[src/rtl/fft_seq_ctrl_if.sv]
// Handshake bundle between the FFT sequencer and its SRAM, twiddle ROM and butterfly datapath.
interface fft_seq_ctrl_if #(
  parameter int LOG2N = 4,
  parameter int STG_W = 4
);
  logic             start;
  logic             abort;
  logic             mem_gnt;
  logic             bb_valid;
  logic             mem_req;
  logic             mem_we;
  logic [LOG2N-1:0] mem_addr;
  logic [LOG2N-2:0] tw_addr;
  logic             ld_a;
  logic             ld_b;
  logic             ld_w;
  logic             bb_start;
  logic             wr_sel;
  logic [STG_W-1:0] stage;
  logic             busy;
  logic             done;

  modport master (
    input  start, abort, mem_gnt, bb_valid,
    output mem_req, mem_we, mem_addr, tw_addr, ld_a, ld_b, ld_w,
           bb_start, wr_sel, stage, busy, done
  );

  modport slave (
    output start, abort, mem_gnt, bb_valid,
    input  mem_req, mem_we, mem_addr, tw_addr, ld_a, ld_b, ld_w,
           bb_start, wr_sel, stage, busy, done
  );
endinterface

[src/rtl/fft_seq_ctrl.sv]
// FFT sequencing controller: walks every radix-2 butterfly stage by stage, issuing
// SRAM reads/writes, twiddle fetches and datapath strobes.
module fft_seq_ctrl #(
  parameter int LOG2N = 4,
  parameter int STG_W = 4
) (
  input  logic           clk,
  input  logic           rst,
  fft_seq_ctrl_if.master bus
);

  typedef enum logic [3:0] {
    IDLE, RD_A, RD_B, RD_W, BB_WAIT, WR_A, WR_B, NEXT, DONE
  } state_t;

  localparam int               B_W    = LOG2N - 1;
  localparam logic [B_W-1:0]   B_ONE  = B_W'(1);
  localparam logic [B_W-1:0]   B_ALL  = '1;
  localparam logic [STG_W-1:0] S_ONE  = STG_W'(1);
  localparam logic [STG_W-1:0] S_LAST = STG_W'(LOG2N - 1);
  localparam logic [LOG2N-1:0] A_ONE  = LOG2N'(1);

  state_t           state, state_nxt;
  logic [STG_W-1:0] s;
  logic [B_W-1:0]   b;
  logic             bb_armed;
  logic [B_W-1:0]   pos, grp, k;
  logic [LOG2N-1:0] half, addr_a, addr_b;

  always_ff @(posedge clk) begin
    if (rst) state <= IDLE;
    else     state <= state_nxt;
  end

  always_comb begin
    state_nxt = state;
    if (state != IDLE && bus.abort) begin
      state_nxt = IDLE;
    end else begin
      case (state)
        IDLE:    if (bus.start && !bus.abort) state_nxt = RD_A;
        RD_A:    if (bus.mem_gnt) state_nxt = RD_B;
        RD_B:    if (bus.mem_gnt) state_nxt = RD_W;
        RD_W:    state_nxt = BB_WAIT;
        BB_WAIT: if (bb_armed && bus.bb_valid) state_nxt = WR_A;
        WR_A:    if (bus.mem_gnt) state_nxt = WR_B;
        WR_B:    if (bus.mem_gnt) state_nxt = NEXT;
        NEXT:    state_nxt = (b != B_ALL || s != S_LAST) ? RD_A : DONE;
        DONE:    state_nxt = IDLE;
        default: state_nxt = IDLE;
      endcase
    end
  end

  // Counters return to zero whenever the FSM heads back to IDLE (done, abort or reset).
  always_ff @(posedge clk) begin
    if (rst || state_nxt == IDLE) begin
      s <= '0;
      b <= '0;
    end else if (state == NEXT) begin
      if (b != B_ALL) begin
        b <= b + B_ONE;
      end else if (s != S_LAST) begin
        b <= '0;
        s <= s + S_ONE;
      end
    end
  end

  // bb_valid is only trusted from the second BB_WAIT cycle, after the launch pulse.
  always_ff @(posedge clk) begin
    if (rst) bb_armed <= 1'b0;
    else     bb_armed <= (state == BB_WAIT);
  end

  always_comb begin
    pos    = b & ~(B_ALL << s);
    grp    = b >> s;
    half   = A_ONE << s;
    addr_a = ({1'b0, grp} << (s + S_ONE)) | {1'b0, pos};
    addr_b = addr_a + half;
    k      = pos << (S_LAST - s);
  end

  always_comb begin
    bus.mem_req  = 1'b0;
    bus.mem_we   = 1'b0;
    bus.mem_addr = '0;
    bus.tw_addr  = '0;
    bus.ld_a     = 1'b0;
    bus.ld_b     = 1'b0;
    bus.ld_w     = 1'b0;
    bus.bb_start = 1'b0;
    bus.wr_sel   = 1'b0;
    bus.stage    = s;
    bus.busy     = (state != IDLE);
    bus.done     = 1'b0;
    case (state)
      RD_A: begin
        bus.mem_req  = 1'b1;
        bus.mem_addr = addr_a;
        bus.ld_a     = bus.mem_gnt;
      end
      RD_B: begin
        bus.mem_req  = 1'b1;
        bus.mem_addr = addr_b;
        bus.ld_b     = bus.mem_gnt;
      end
      RD_W: begin
        bus.tw_addr = k;
        bus.ld_w    = 1'b1;
      end
      BB_WAIT: bus.bb_start = !bb_armed;
      WR_A: begin
        bus.mem_req  = 1'b1;
        bus.mem_we   = 1'b1;
        bus.mem_addr = addr_a;
      end
      WR_B: begin
        bus.mem_req  = 1'b1;
        bus.mem_we   = 1'b1;
        bus.mem_addr = addr_b;
        bus.wr_sel   = 1'b1;
      end
      DONE:    bus.done = 1'b1;
      default: ;
    endcase
  end

endmodule

[src/flat_wrapper.sv]
// flat-port wrapper written by rule: the top's interface ports become plain ports
module fft_seq_ctrl_flat 
#(
  parameter int LOG2N = 4,
  parameter int STG_W = 4
)
  (clk, rst, bus_start, bus_abort, bus_mem_gnt, bus_bb_valid, bus_mem_req, bus_mem_we, bus_mem_addr, bus_tw_addr, bus_ld_a, bus_ld_b, bus_ld_w, bus_bb_start, bus_wr_sel, bus_stage, bus_busy, bus_done);
  fft_seq_ctrl_if #(.LOG2N(LOG2N), .STG_W(STG_W)) bus_i ();
  input  logic clk;
  input  logic rst;
  input wire logic [$bits(bus_i.start)-1:0] bus_start;
  input wire logic [$bits(bus_i.abort)-1:0] bus_abort;
  input wire logic [$bits(bus_i.mem_gnt)-1:0] bus_mem_gnt;
  input wire logic [$bits(bus_i.bb_valid)-1:0] bus_bb_valid;
  output wire logic [$bits(bus_i.mem_req)-1:0] bus_mem_req;
  output wire logic [$bits(bus_i.mem_we)-1:0] bus_mem_we;
  output wire logic [$bits(bus_i.mem_addr)-1:0] bus_mem_addr;
  output wire logic [$bits(bus_i.tw_addr)-1:0] bus_tw_addr;
  output wire logic [$bits(bus_i.ld_a)-1:0] bus_ld_a;
  output wire logic [$bits(bus_i.ld_b)-1:0] bus_ld_b;
  output wire logic [$bits(bus_i.ld_w)-1:0] bus_ld_w;
  output wire logic [$bits(bus_i.bb_start)-1:0] bus_bb_start;
  output wire logic [$bits(bus_i.wr_sel)-1:0] bus_wr_sel;
  output wire logic [$bits(bus_i.stage)-1:0] bus_stage;
  output wire logic [$bits(bus_i.busy)-1:0] bus_busy;
  output wire logic [$bits(bus_i.done)-1:0] bus_done;
  assign bus_i.start = bus_start;
  assign bus_i.abort = bus_abort;
  assign bus_i.mem_gnt = bus_mem_gnt;
  assign bus_i.bb_valid = bus_bb_valid;
  assign bus_mem_req = bus_i.mem_req;
  assign bus_mem_we = bus_i.mem_we;
  assign bus_mem_addr = bus_i.mem_addr;
  assign bus_tw_addr = bus_i.tw_addr;
  assign bus_ld_a = bus_i.ld_a;
  assign bus_ld_b = bus_i.ld_b;
  assign bus_ld_w = bus_i.ld_w;
  assign bus_bb_start = bus_i.bb_start;
  assign bus_wr_sel = bus_i.wr_sel;
  assign bus_stage = bus_i.stage;
  assign bus_busy = bus_i.busy;
  assign bus_done = bus_i.done;
  fft_seq_ctrl #(.LOG2N(LOG2N), .STG_W(STG_W)) u_core (.clk(clk), .rst(rst), .bus(bus_i));
endmodule
[config.mk]
export PLATFORM = sky130hd
export DESIGN_NAME = fft_seq_ctrl_flat
export DESIGN_NICKNAME = d
export VERILOG_FILES = /design/src/rtl/fft_seq_ctrl_if.sv /design/src/rtl/fft_seq_ctrl.sv /design/src/flat_wrapper.sv
export SDC_FILE = /design/constraint.sdc
export NUM_CORES = 1
export LEC_CHECK = 0
export ABC_AREA = 1
export CAP_MARGIN = 10
export CORE_MARGIN = 10
export CORE_UTILIZATION = 45
export DETAILED_ROUTE_END_ITERATION = 10
export DONT_BUFFER_PORTS = 1
export MAX_ROUTING_LAYER = met4
export PLACE_DENSITY = 0.67
export SLEW_MARGIN = 40
export SYNTH_ARGS = -nofsm -noshare
export SYNTH_HDL_FRONTEND = slang
export SYNTH_SLANG_ARGS = --single-unit
export TNS_END_PERCENT = 1
[constraint.sdc]
create_clock -name clk -period 2.2 [get_ports clk]
set_input_delay 0.22 -clock clk [delete_from_list [all_inputs] [get_ports clk]]
set_output_delay 0.22 -clock clk [all_outputs]
set_load 0.02 [all_outputs]
---- After elaboration in Yosys (flattened, before gate mapping) ----
Cells that the tools add are included.
storage, ports and cells
  flip-flop bits (word level) ............. 12
  bits in latches ......................... 0
  bits in writable memories ............... 0
  bits in read-only memories .............. 0
  bits of input ports ..................... 6
  output and inout port bits .............. 20
  logic and storage cells ................. 65
  memories ................................ 0
operators by class
  add/sub/neg operators ................... 4
  multipliers ............................. 0
  divide/modulo/power cells ............... 0
  magnitude comparators ................... 0
  equality and inequality tests ........... 10
  shift-type cells ........................ 5
  mux-type cells .......................... 21
  bitwise gates (word level) .............. 4
  reduce and logical (&&, ||, !) cells .... 17
operators by type and width
  operator                                                           count
  4-bit two-way mux                                                  8
  4-bit case mux with 8 select lines                                 1
  4-bit by 3-bit == test with 1-bit output, second input constant    4
  3-bit two-way mux                                                  3
  4-bit by 2-bit == test with 1-bit output, second input constant    2
  4-bit logical NOT                                                  2
  1-bit two-way mux                                                  8
  4-bit case mux with 2 select lines                                 1
  2-bit OR reduction                                                 3
  4-bit by 1-bit adder with 4-bit output, second input constant      1
  4-bit adder                                                        1
  4-bit by 1-bit == test with 1-bit output, second input constant    1
  4-bit == test, second input constant                               1
  4-bit by 2-bit != test with 1-bit output, second input constant    1
  4-bit by 3-bit bitwise OR with 4-bit output                        1
  4-bit nonzero test                                                 1
  4-bit OR reduction                                                 1
  1-bit by 4-bit << shifter with 4-bit output, first input constant  1
  3-bit by 4-bit << shifter with 3-bit output                        1
  3-bit by 4-bit << shifter with 3-bit output, first input constant  1
  3-bit by 4-bit << shifter with 4-bit output                        1
  3-bit by 4-bit >> shifter with 3-bit output                        1
  2-bit by 4-bit subtractor with 4-bit output, first input constant  1
  3-bit by 1-bit adder with 3-bit output, second input constant      1
  other kinds (10)                                                   14

---- Logic depth before layout (Yosys ltp) ----
  depth after elaboration ................. 7
  mapped depth ............................ 18
  depth with buffers taken out ............ 17

---- Worst setup path after synthesis ----
No wires, ideal clock.
  path kind ............................... register -> output
  start ................................... reg u_core.s[1], in the netlist u_core.bus.stage[1]
  end ..................................... out bus_mem_addr[1]
  arrival ................................. 2.340 ns
  data required time ...................... 1.980 ns
  path slack .............................. -0.360 ns
  cell stages (with the launch flop) ...... 12
  cell sequence ........................... dfxtp_1 ha_1 xnor2_1 inv_1 nor2_1 nand2_1 nand2_1 ha_1 inv_1 fa_1 or2_2 nand2_1
between the ends
  word-level cells in the longest chain between the ends .. 6
  elaborated cells on any way between the ends .. 10
  classes of those cells .................. add/sub (2); shift (4); mux (1); bitwise (3)
RTL lines
  what                                                                                            line                source
  start, declared                                                                                 fft_seq_ctrl.sv:24  logic [STG_W-1:0] s;
  start signal, assigned                                                                          fft_seq_ctrl.sv:65  s <= s + S_ONE;
  parallel branches: the longest is 5 deep, another holds 4-bit by 1-bit adder with 4-bit output  --
  4-bit case mux with 2 select lines (*)                                                          fft_seq_ctrl.sv:98  case (state)
  end, declared                                                                                   flat_wrapper.sv:17  output wire logic [$bits(bus_i.mem_addr)-1:0] bus_mem_addr;
Mark *: on every way between the ends.

---- Worst setup path in the final report ----
  start ................................... reg u_core.s[0], in the netlist u_core.bus.stage[0]
  end ..................................... out bus_mem_addr[1]
The elaborated chain is that of the path after synthesis.

==> out/results.ini <==
[synth]
synthesis.nets = 215
yosys.area_share.simple = 0.466
synth_area_per_cell_um2 = 5.77
ys_ff_latch = 12
synth_fa_ha_area_frac = 0.0928
synth_top_area_share = 0.207
synth-xor-area-share = 0.0302
seq_area_frac_synth = 0.207
synth.mux.area_fraction = 0
synth_area_leaders = dfxtp_1 21%, nand2_1 20%, inv_1 9.1%
synth_compound_area_frac = 0.101
synthDistinctLibCells = 24
yosys_warnings = 0
netlist_area_um2 = 1160
synth_top_family_by_area = simple AND/OR/NAND/NOR gates
synth.largest_area_cell = dfxtp_1
postSynthCellCount = 201

[clock_network]
cts_tree = yes
clock_latency_ns = 0.28
clock_path_buffers = 2
cts_buffers = 3
cts_root_buf = clkbuf_4
cts_hold_buf = 0
clkTransAtPathRegs_ns = 0.08
cts_sinks = 12
htreeDepth = 1

[hold_path]
hold_path_class = in -> reg
hold_path_depth = 1

[routing]
drtIter0Drc = 98
wl_per_cell_um = 14.3
num_vias = 1378
wirelength_um = 3680
vias_per_cell = 5.36
drtPass1Iterations = 5
ant_nets = 0
drc = 0

[global_routing]
antenna_found_initial = 0
grt_max_degree = 9
grt_remaining_overflow = 0
grt_pass1_vias = 1426
grt_pass1_wl_um = 6000
grt_usage = 0.141

[power_and_ir_drop]
peakVddDrop_v = 0.000384
leakage_nw = 0.713
power_density_nw_per_um2 = 267
power_w = 0.000418

[floorplan]
rows = 18
die_area_um2 = 5010
boundaryPins = 26
die_h_um = 70.8
core_area_um2 = 2480
die_x_um = 70.8
start_util = 0.468

[cells_and_area]
nets = 242
drive_above_1_share = 0.295
fillCellCount = 233
n_antenna_cell = 0
syn_to_final_growth_pct = 35.2
fin_area_um2 = 1570

[sta]
slew_violations = 0
max-slew-margin-rel = 0.536
tns_ns = -1.24
finalWorstSetupSlack_ns = -0.446
rsz0062_at_grt = true
fmax_mhz = 378
period_share = 1.20
whs_ns = 0.0104
tightest_slew_ns = 0.691
min_period_ns = 2.65
setup_violations = 3
hold_viol_final = 0
skew_ns = 0.0108

[placed_design]
placedInstanceArea_um2 = 1410
gp_congestion = 0.886
dp_hpwl_um = 2840
port_buffers = 0
post-place-ws_ns = -0.199

[setup_path]
worstSetupStartpoint = u_core.bus.stage[0]
critPathArrivalTime_ns = 2.43
reg2reg_slack_ns = 0.38
critPathRequiredTime_ns = 1.98
rr_startpoint = u_core.b[1]
rr_endpoint = u_core.b[0]
cp-end-kind = output port
start_kind = flip-flop
crit_fanout = 6
critical_path_class = reg -> out
r2r_cells = 10
critPathCapture = bus_mem_addr[1]

[outcome]
violations = setup timing
outcome = finished with violations

[run]
cap_violations = 0

-- per-stage QoR --
stage                     instances  utilization
after floorplan                 201            -
after global placement          251        0.568
after detailed placement        251        0.568
after CTS                       256        0.598
after global routing            257        0.633
final                           257        0.633
-- routing by layer --
| metal | global-route usage | vias up | wire (um) |
|---|---|---|---|
| li1 | - | 695 | - |
| met1 | 0.150 | 638 | 1570 |
| met2 | 0.266 | 38 | 1910 |
| met3 | 0.0181 | 7 | 145 |
| met4 | 0.0344 | 0 | 59 |
| met5 | - | - | 0 |
-- where the power goes --
group           total, W  switching (W)  internal [W]
sequential      0.000220     0.00000423      0.000216
combinational  0.0000508      0.0000397     0.0000111
clock           0.000147      0.0000767     0.0000704
-- registers in the layout, indices dropped and copies added, names as in the netlist --
register and flops:
u_core.b 3, u_core.bb_armed 1, u_core.bus.stage 4, u_core.state 4
-- cell type report --
class	instances	area (um2)	share of cell area
Multi-Input combinational cell	158	958	0.611
Clock buffer	4	26.3	0.0168
Sequential cell	12	253	0.161
Inverter	29	109	0.0694
Timing Repair Buffer	24	184	0.117
Tap cell	30	37.5	0.0239
-- synth_stat cells, drive strengths merged --
master	instances
nand2	66
nor2	30
inv	29
nand3	18
dfxtp	12
a21oi	11
ha	7
nor3	6
a21boi	4
o21ai	4
nand4	3
buf	2
o22ai	2
xnor2	2
xor2	2
fa	1
nand3b	1
or2	1
-- worst min-delay path by stage --
stage / startpoint / end
floorplan: rst / u_core.bb_armed
global placement: rst / u_core.bb_armed
detailed placement: rst / u_core.bb_armed
CTS: rst / u_core.bb_armed
global route: rst / u_core.bb_armed
finish: rst / u_core.bb_armed
-- kinds of logic (layout without fill, tap and decap cells) --
group,count (synthesis),count (layout)
simple gates,125,125
flops,12,12
fa+ha+maj,8,8
xor+xnor,4,4
buf+inv,31,57
compound gates,21,21
-- what timing repair did --
| action | in CTS | in global routing |
|---|---|---|
| setup buffers | 1 | 1 |
| setup endpoints to repair | 4 | 4 |
| pin swaps | 5 | 18 |
| resized for setup | 10 | 19 |
-- layout by cell type, fill, tap and decap left out, types with 2 or more instances in the layout --
cell type,count
nand2_1,53
inv_1,26
nor2_1,23
buf_4,23
nand3_1,15
nand2_2,10
a21oi_1,10
dfxtp_1,8
nor2_2,4
a21boi_1,4
ha_4,4
inv_2,3
nor2_4,3
nand4_1,3
nor3_2,3
nand3_2,3
nand2_4,3
nor3_1,3
ha_1,3
clkbuf_4,3
dfxtp_4,3
o21ai_1,2
o22ai_1,2
xor2_1,2
o21ai_0,2
-- critical path, cell delays in order (launching register included) --
cell and delay (ns):
dfxtp_4 0.37, ha_4 0.18, xnor2_4 0.20, inv_2 0.08
nor2_4 0.14, nand2_1 0.09, nand2_2 0.11, ha_4 0.13
inv_2 0.04, fa_1 0.44, or2_4 0.25, nand2_4 0.10
No activity file was read; power rests on OpenSTA's default activity.
